--- src/rtl/led_latch_receiver.sv ---
// led_latch_receiver: serial receiver for the LED-driver common shift register.
// Samples SCLK/SIN/LAT through synchronizers, shifts in LATCH_SIZE-bit frames
// MSB-first and decodes each frame on LAT into grayscale or control contents.
// Optional feature macro: LATCH_RX_SOUT_EN adds the SOUT daisy-chain output.
module led_latch_receiver #(
  parameter int LATCH_SIZE = 769,
  parameter int CNT_W      = 10
) (
  input  logic                  CLK_10M,
  input  logic                  nReset,
  input  logic                  SCLK,
  input  logic                  SIN,
  input  logic                  LAT,
  output logic [LATCH_SIZE-2:0] gs_data,
  output logic [335:0]          dc_data,
  output logic [2:0]            mc_r,
  output logic [2:0]            mc_g,
  output logic [2:0]            mc_b,
  output logic [6:0]            bc_r,
  output logic [6:0]            bc_g,
  output logic [6:0]            bc_b,
  output logic [4:0]            fc,
  output logic                  gs_valid,
  output logic                  ctrl_valid,
  output logic                  frame_err,
  output logic                  ctrl_err,
  output logic [CNT_W-1:0]      bit_count
`ifdef LATCH_RX_SOUT_EN
  ,
  output logic                  SOUT
`endif
);

  localparam logic [7:0] CTRL_MAGIC = 8'h96;

  typedef enum logic [1:0] {
    ST_IDLE   = 2'd0,
    ST_SHIFT  = 2'd1,
    ST_DECODE = 2'd2
  } state_t;

  // Bit counter saturates instead of wrapping so oversize frames never alias
  // back to a legal length.
  function automatic logic [CNT_W-1:0] sat_inc(input logic [CNT_W-1:0] v);
    return (v == '1) ? v : v + 1'b1;
  endfunction

  logic [2:0]            sclk_sync_q, sclk_sync_d;
  logic [1:0]            sin_sync_q,  sin_sync_d;
  logic [2:0]            lat_sync_q,  lat_sync_d;
  logic                  sclk_rise, lat_rise, sin_bit;

  state_t                state_q, state_d;

  logic [LATCH_SIZE-1:0] shift_reg_q, shift_reg_d;
  logic [CNT_W-1:0]      bit_count_q, bit_count_d;

  logic [LATCH_SIZE-2:0] gs_data_q, gs_data_d;
  logic [335:0]          dc_data_q, dc_data_d;
  logic [2:0]            mc_r_q, mc_r_d, mc_g_q, mc_g_d, mc_b_q, mc_b_d;
  logic [6:0]            bc_r_q, bc_r_d, bc_g_q, bc_g_d, bc_b_q, bc_b_d;
  logic [4:0]            fc_q, fc_d;
  logic                  gs_valid_q, gs_valid_d;
  logic                  ctrl_valid_q, ctrl_valid_d;
  logic                  frame_err_q, frame_err_d;
  logic                  ctrl_err_q, ctrl_err_d;

  // Synchronizer shift chains: two metastability flops plus one delay flop.
  always_comb begin
    sclk_sync_d = {sclk_sync_q[1:0], SCLK};
    sin_sync_d  = {sin_sync_q[0], SIN};
    lat_sync_d  = {lat_sync_q[1:0], LAT};
  end

  // SIN is tapped at the same depth as SCLK so it reflects the value at the pad edge.
  assign sclk_rise = sclk_sync_q[1] & ~sclk_sync_q[2];
  assign lat_rise  = lat_sync_q[1]  & ~lat_sync_q[2];
  assign sin_bit   = sin_sync_q[1];

  // Synchronizer registers.
  always_ff @(posedge CLK_10M or negedge nReset) begin
    if (!nReset) begin
      sclk_sync_q <= '0;
      sin_sync_q  <= '0;
      lat_sync_q  <= '0;
    end else begin
      sclk_sync_q <= sclk_sync_d;
      sin_sync_q  <= sin_sync_d;
      lat_sync_q  <= lat_sync_d;
    end
  end

  // Frame FSM next state: LAT wins over SCLK so a coincident last bit still decodes.
  always_comb begin
    state_d = state_q;
    unique case (state_q)
      ST_IDLE: begin
        if (lat_rise)       state_d = ST_DECODE;
        else if (sclk_rise) state_d = ST_SHIFT;
      end
      ST_SHIFT: begin
        if (lat_rise)       state_d = ST_DECODE;
      end
      ST_DECODE:            state_d = ST_IDLE;
      default:              state_d = ST_IDLE;
    endcase
  end

  // FSM state register.
  always_ff @(posedge CLK_10M or negedge nReset) begin
    if (!nReset) state_q <= ST_IDLE;
    else         state_q <= state_d;
  end

  // Shift/count and decode; a shift in the LAT-detect cycle lands before DECODE reads it.
  always_comb begin
    shift_reg_d  = shift_reg_q;
    bit_count_d  = bit_count_q;
    gs_data_d    = gs_data_q;
    dc_data_d    = dc_data_q;
    mc_r_d       = mc_r_q;
    mc_g_d       = mc_g_q;
    mc_b_d       = mc_b_q;
    bc_r_d       = bc_r_q;
    bc_g_d       = bc_g_q;
    bc_b_d       = bc_b_q;
    fc_d         = fc_q;
    gs_valid_d   = 1'b0;
    ctrl_valid_d = 1'b0;
    frame_err_d  = 1'b0;
    ctrl_err_d   = 1'b0;
    if (state_q == ST_DECODE) begin
      shift_reg_d = '0;
      bit_count_d = '0;
      if (bit_count_q != CNT_W'(LATCH_SIZE)) begin
        frame_err_d = 1'b1;
      end else if (!shift_reg_q[LATCH_SIZE-1]) begin
        gs_data_d  = shift_reg_q[LATCH_SIZE-2:0];
        gs_valid_d = 1'b1;
      end else if (shift_reg_q[767:760] != CTRL_MAGIC) begin
        ctrl_err_d = 1'b1;
      end else begin
        dc_data_d    = shift_reg_q[335:0];
        mc_r_d       = shift_reg_q[338:336];
        mc_g_d       = shift_reg_q[341:339];
        mc_b_d       = shift_reg_q[344:342];
        bc_r_d       = shift_reg_q[351:345];
        bc_g_d       = shift_reg_q[358:352];
        bc_b_d       = shift_reg_q[365:359];
        fc_d         = shift_reg_q[370:366];
        ctrl_valid_d = 1'b1;
      end
    end else if (sclk_rise) begin
      shift_reg_d = {shift_reg_q[LATCH_SIZE-2:0], sin_bit};
      bit_count_d = sat_inc(bit_count_q);
    end
  end

  // Shift register and bit counter.
  always_ff @(posedge CLK_10M or negedge nReset) begin
    if (!nReset) begin
      shift_reg_q <= '0;
      bit_count_q <= '0;
    end else begin
      shift_reg_q <= shift_reg_d;
      bit_count_q <= bit_count_d;
    end
  end

  // Decoded output registers and their pulses, updated together.
  always_ff @(posedge CLK_10M or negedge nReset) begin
    if (!nReset) begin
      gs_data_q    <= '0;
      dc_data_q    <= '0;
      mc_r_q       <= '0;
      mc_g_q       <= '0;
      mc_b_q       <= '0;
      bc_r_q       <= '0;
      bc_g_q       <= '0;
      bc_b_q       <= '0;
      fc_q         <= '0;
      gs_valid_q   <= 1'b0;
      ctrl_valid_q <= 1'b0;
      frame_err_q  <= 1'b0;
      ctrl_err_q   <= 1'b0;
    end else begin
      gs_data_q    <= gs_data_d;
      dc_data_q    <= dc_data_d;
      mc_r_q       <= mc_r_d;
      mc_g_q       <= mc_g_d;
      mc_b_q       <= mc_b_d;
      bc_r_q       <= bc_r_d;
      bc_g_q       <= bc_g_d;
      bc_b_q       <= bc_b_d;
      fc_q         <= fc_d;
      gs_valid_q   <= gs_valid_d;
      ctrl_valid_q <= ctrl_valid_d;
      frame_err_q  <= frame_err_d;
      ctrl_err_q   <= ctrl_err_d;
    end
  end

  assign gs_data    = gs_data_q;
  assign dc_data    = dc_data_q;
  assign mc_r       = mc_r_q;
  assign mc_g       = mc_g_q;
  assign mc_b       = mc_b_q;
  assign bc_r       = bc_r_q;
  assign bc_g       = bc_g_q;
  assign bc_b       = bc_b_q;
  assign fc         = fc_q;
  assign gs_valid   = gs_valid_q;
  assign ctrl_valid = ctrl_valid_q;
  assign frame_err  = frame_err_q;
  assign ctrl_err   = ctrl_err_q;
  assign bit_count  = bit_count_q;

`ifdef LATCH_RX_SOUT_EN
  logic sclk_fall;
  logic sout_q, sout_d;

  assign sclk_fall = ~sclk_sync_q[1] & sclk_sync_q[2];

  // Daisy output presents the MSB on the synchronized SCLK falling edge.
  always_comb begin
    sout_d = sout_q;
    if (sclk_fall) sout_d = shift_reg_q[LATCH_SIZE-1];
  end

  // SOUT register.
  always_ff @(posedge CLK_10M or negedge nReset) begin
    if (!nReset) sout_q <= 1'b0;
    else         sout_q <= sout_d;
  end

  assign SOUT = sout_q;
`endif

endmodule
--- config.mk ---
export PLATFORM = sky130hd
export DESIGN_NAME = led_latch_receiver
export DESIGN_NICKNAME = d
export VERILOG_FILES = /design/src/rtl/led_latch_receiver.sv
export SDC_FILE = /design/constraint.sdc
export NUM_CORES = 2
export LEC_CHECK = 0
export ABC_AREA = 0
export CAP_MARGIN = 20
export CORE_AREA = 3 3 448 450
export DETAILED_ROUTE_END_ITERATION = 6
export DIE_AREA = 0 0 451 453
export GPL_TIMING_DRIVEN = 0
export PLACE_DENSITY = 0.7
export SLEW_MARGIN = 20
export SYNTH_ARGS = -nofsm -noshare
export SYNTH_HDL_FRONTEND = slang
export SYNTH_SLANG_ARGS = --single-unit
export TNS_END_PERCENT = 5
--- constraint.sdc ---
create_clock -name CLK_10M -period 6.5 [get_ports CLK_10M]
set_clock_uncertainty 0.05 [all_clocks]
set_input_delay 0.65 -clock CLK_10M [delete_from_list [all_inputs] [get_ports CLK_10M]]
set_output_delay 0.65 -clock CLK_10M [all_outputs]
set_load 0.01 [all_outputs]
==> results_dict.tcl <==
set metrics [dict create \
    yosysMostFrequentCell "dfrtp_1" \
    maxCapViolCount 0 \
    yosysSeqAreaShare 0.659 \
    antenna_found_initial 6 \
    drt-pass1-iter-count 7 \
    die_area_um2 204000 \
    fp.dieH_um 453 \
    fin_setup_tns_ps 0 \
    core_area_um2 197000 \
    place_inst 9653 \
    hold_violations 0 \
    status "complete, but fails checks" \
    violations "design-rule violations" \
    ys.flop_type "dfrtp_1" \
    overflow 0 \
    post-route-period-util 0.671 \
    setup-violations-final 0 \
    critPathLaunchType "input port" \
    place_hpwl_um 174000 \
    cts_buffers 196 \
    fmax_mhz 229 \
    synthArstFlopShare 1.00 \
    num_vias 50200 \
    vias_per_cell 5.01 \
    grt_pass1_vias 50700 \
    avgSynthCellArea_um2 12.6 \
    grt_pass1_wl_um 341000 \
    hold_path_class "in -> reg" \
    synth_edf_count 0 \
    drc 6 \
    p_total_mw 24.5 \
    rows 163 \
    rr_worst_depth 7 \
    power-per-cell-area_nw_per_um2 256 \
    slew_viol_final 0 \
    fin_crit_ps 4360 \
    worstPathRequired_ps 7290 \
    drt_wl_total_um 232000 \
    wl_per_cell_um 23.2 \
    track_usage 0.223 \
    final_cells 10000 \
    start_util 0.372 \
    gp_congestion 0.913 \
    synth_top_area_share 0.659 \
    synth_cell_types 35 \
    cts_resized 0 \
    pin_count 1158 \
    ys_top_cells_by_count "dfrtp_1 (1,932), nand2_1 (1,543), mux2_1 (782)" \
    worst_slew_margin_rel 0.187 \
    worst-setup-path-type "in -> async" \
    fin_nets 7219 \
    portBuffers 1157 \
    synth_top_area_cell "dfrtp_1" \
    p_sw_mw 5.56 \
    cp_max_fo 147 \
    drt_iter0_markers 3845 \
    path_clk_slew_ps 60 \
    cts_sinks 1932 \
    rsz0062_at_grt "no" \
    tightest_slew_ps 1220 \
    synth.yosys.warnings 0 \
    cts_buffer_depth 3 \
    ir_worst_vdd_uv 254 \
    netlist_area_um2 73300 \
    p_int_mw 19.0 \
    cts_tree "yes" \
    clockPowerShare 0.481 \
    clock_latency_ps 850 \
    cts.htree.levels 4 \
    power.leakage_nw 44.8 \
    p_comb_frac 0.028 \
    syn_inst 5838 \
    final_antenna_net_count 0 \
    ys_ff_latch 1932 \
    dieWidth_um 451 \
    arrival_ps 5160 \
    crit_path_end_kind "async pin" \
    syn-num-nets 5845 \
    holdBufCountCts 1 \
    cts_root_buf "clkbuf_16" \
    p_seq_frac 0.492 \
    layout-drive-gt1-share 0.110 \
    area_delta_synth_final_pct 30.4 \
    postCtsSetupBuffers 0 \
    grt_max_degree 149 \
    min_path_cells 1 \
    synthTopCellsByArea "dfrtp_1 (66%), mux2_1 (12%), nand2_1 (7.9%)" \
    sw_frac_of_total 0.227 \
]
## layer usage
| layer | wire, um | part of all wire | up-vias | track usage |
|---|---|---|---|---|
| li1 | - | - | 22400 | - |
| met1 | 88000 | 0.38 | 25800 | 0.262 |
| met2 | 113000 | 0.49 | 1619 | 0.367 |
| met3 | 16200 | 0.070 | 473 | 0.0617 |
| met4 | 15300 | 0.066 | 0 | 0.127 |
| met5 | 0 | 0 | - | 0 |
## area by class of cell
cell class,instances,area (um2)
fillers,17200,101000
diodes,5,12.5
multi-input cells,3515,22900
clock inverters,77,1140
plain buffers,389,2110
inverters,2,7.51
clock buffers,286,5690
well taps,2640,3300
repair buffers,1176,12100
flip-flops and latches,1932,48300
## cells by family after synthesis
kind of cell | synth area share
adders and majority gates | 0.000341
xor gates and xnor gates | 0.000239
AOI/OAI and AO/OA | 0.0537
DFF | 0.659
muxes | 0.175
and+or+nand+nor | 0.0827
buffers and inverters | 0.0287
## sequential cells by signal (all words and copies together), names as in the netlist, 5 cells and up
| name | flops |
|---|---|
| bc_b | 7 |
| bc_r | 7 |
| fc | 5 |
| dc_data | 336 |
| shift_reg_q | 769 |
| gs_data | 768 |
| bc_g | 7 |
| bit_count | 10 |
## path summary, 6_finish.rpt
path                                start          endpoint  slack (ps)
max                                nReset  shift_reg_q[228]        2140
min                                   LAT     lat_sync_q[0]         200
max reg2reg                sclk_sync_q[1]  shift_reg_q[483]        2650
min reg2reg                 lat_sync_q[0]     lat_sync_q[1]         290
max in group CLK_10M       sclk_sync_q[1]  shift_reg_q[483]        2650
min in group asynchronous          nReset       gs_data[14]         290
## metrics by stage
stage	utilization	hold slack, ps	setup WS [ps]	cell area [um2]
3_3_place_gp	0.448	287	-81400	88200
5_1_grt	0.485	132	1540	95600
4_1_cts	0.485	102	1980	95600
3_5_place_dp	0.450	290	1750	88700
2_1_floorplan	-	281	4010	73300
6_report	0.485	199	2140	95600
## power by group through the flow
stage / Clock (mW) / Combinational, mW / Sequential [mW]
2_1_floorplan: 0 / 0.233 / 12.3
3_3_place_gp: 0 / 0.602 / 12.4
3_5_place_dp: 0 / 0.692 / 12.3
4_1_cts: 12.0 / 0.696 / 12.1
5_1_grt: 12.5 / 0.760 / 12.1
6_report: 11.8 / 0.676 / 12.1
## worst max-delay path: stages
cell and delay (ps):
dlygate4sd3_1 610, buf_16 310, buf_16 400, buf_16 450
buf_16 500, buf_16 470, buf_16 530, buf_16 510
## placed cells by master, fill, tap and decap left out, types with 4 or more instances in the layout
cell,netlist,routed
dfrtp_1,1932,1932
nand2_1,1543,1543
clkdlybuf4s50_1,0,1156
mux2_1,782,782
a21oi_1,772,772
mux2_2,357,357
clkbuf_1,263,299
clkbuf_16,0,196
buf_6,52,52
clkbuf_8,0,45
clkinv_2,0,34
buf_2,26,26
buf_1,20,20
buf_16,0,19
bufinv_16,0,17
buf_8,15,15
buf_4,12,12
nor2_1,11,11
clkbuf_2,1,10
clkinv_16,0,8
nor3_1,6,6
diode_2,0,5
nand3_1,5,5
nor2b_1,4,4
clkinv_8,0,4
inv_6,0,4
clkinvlp_4,0,4
Power figures use the tool's default switching activity.
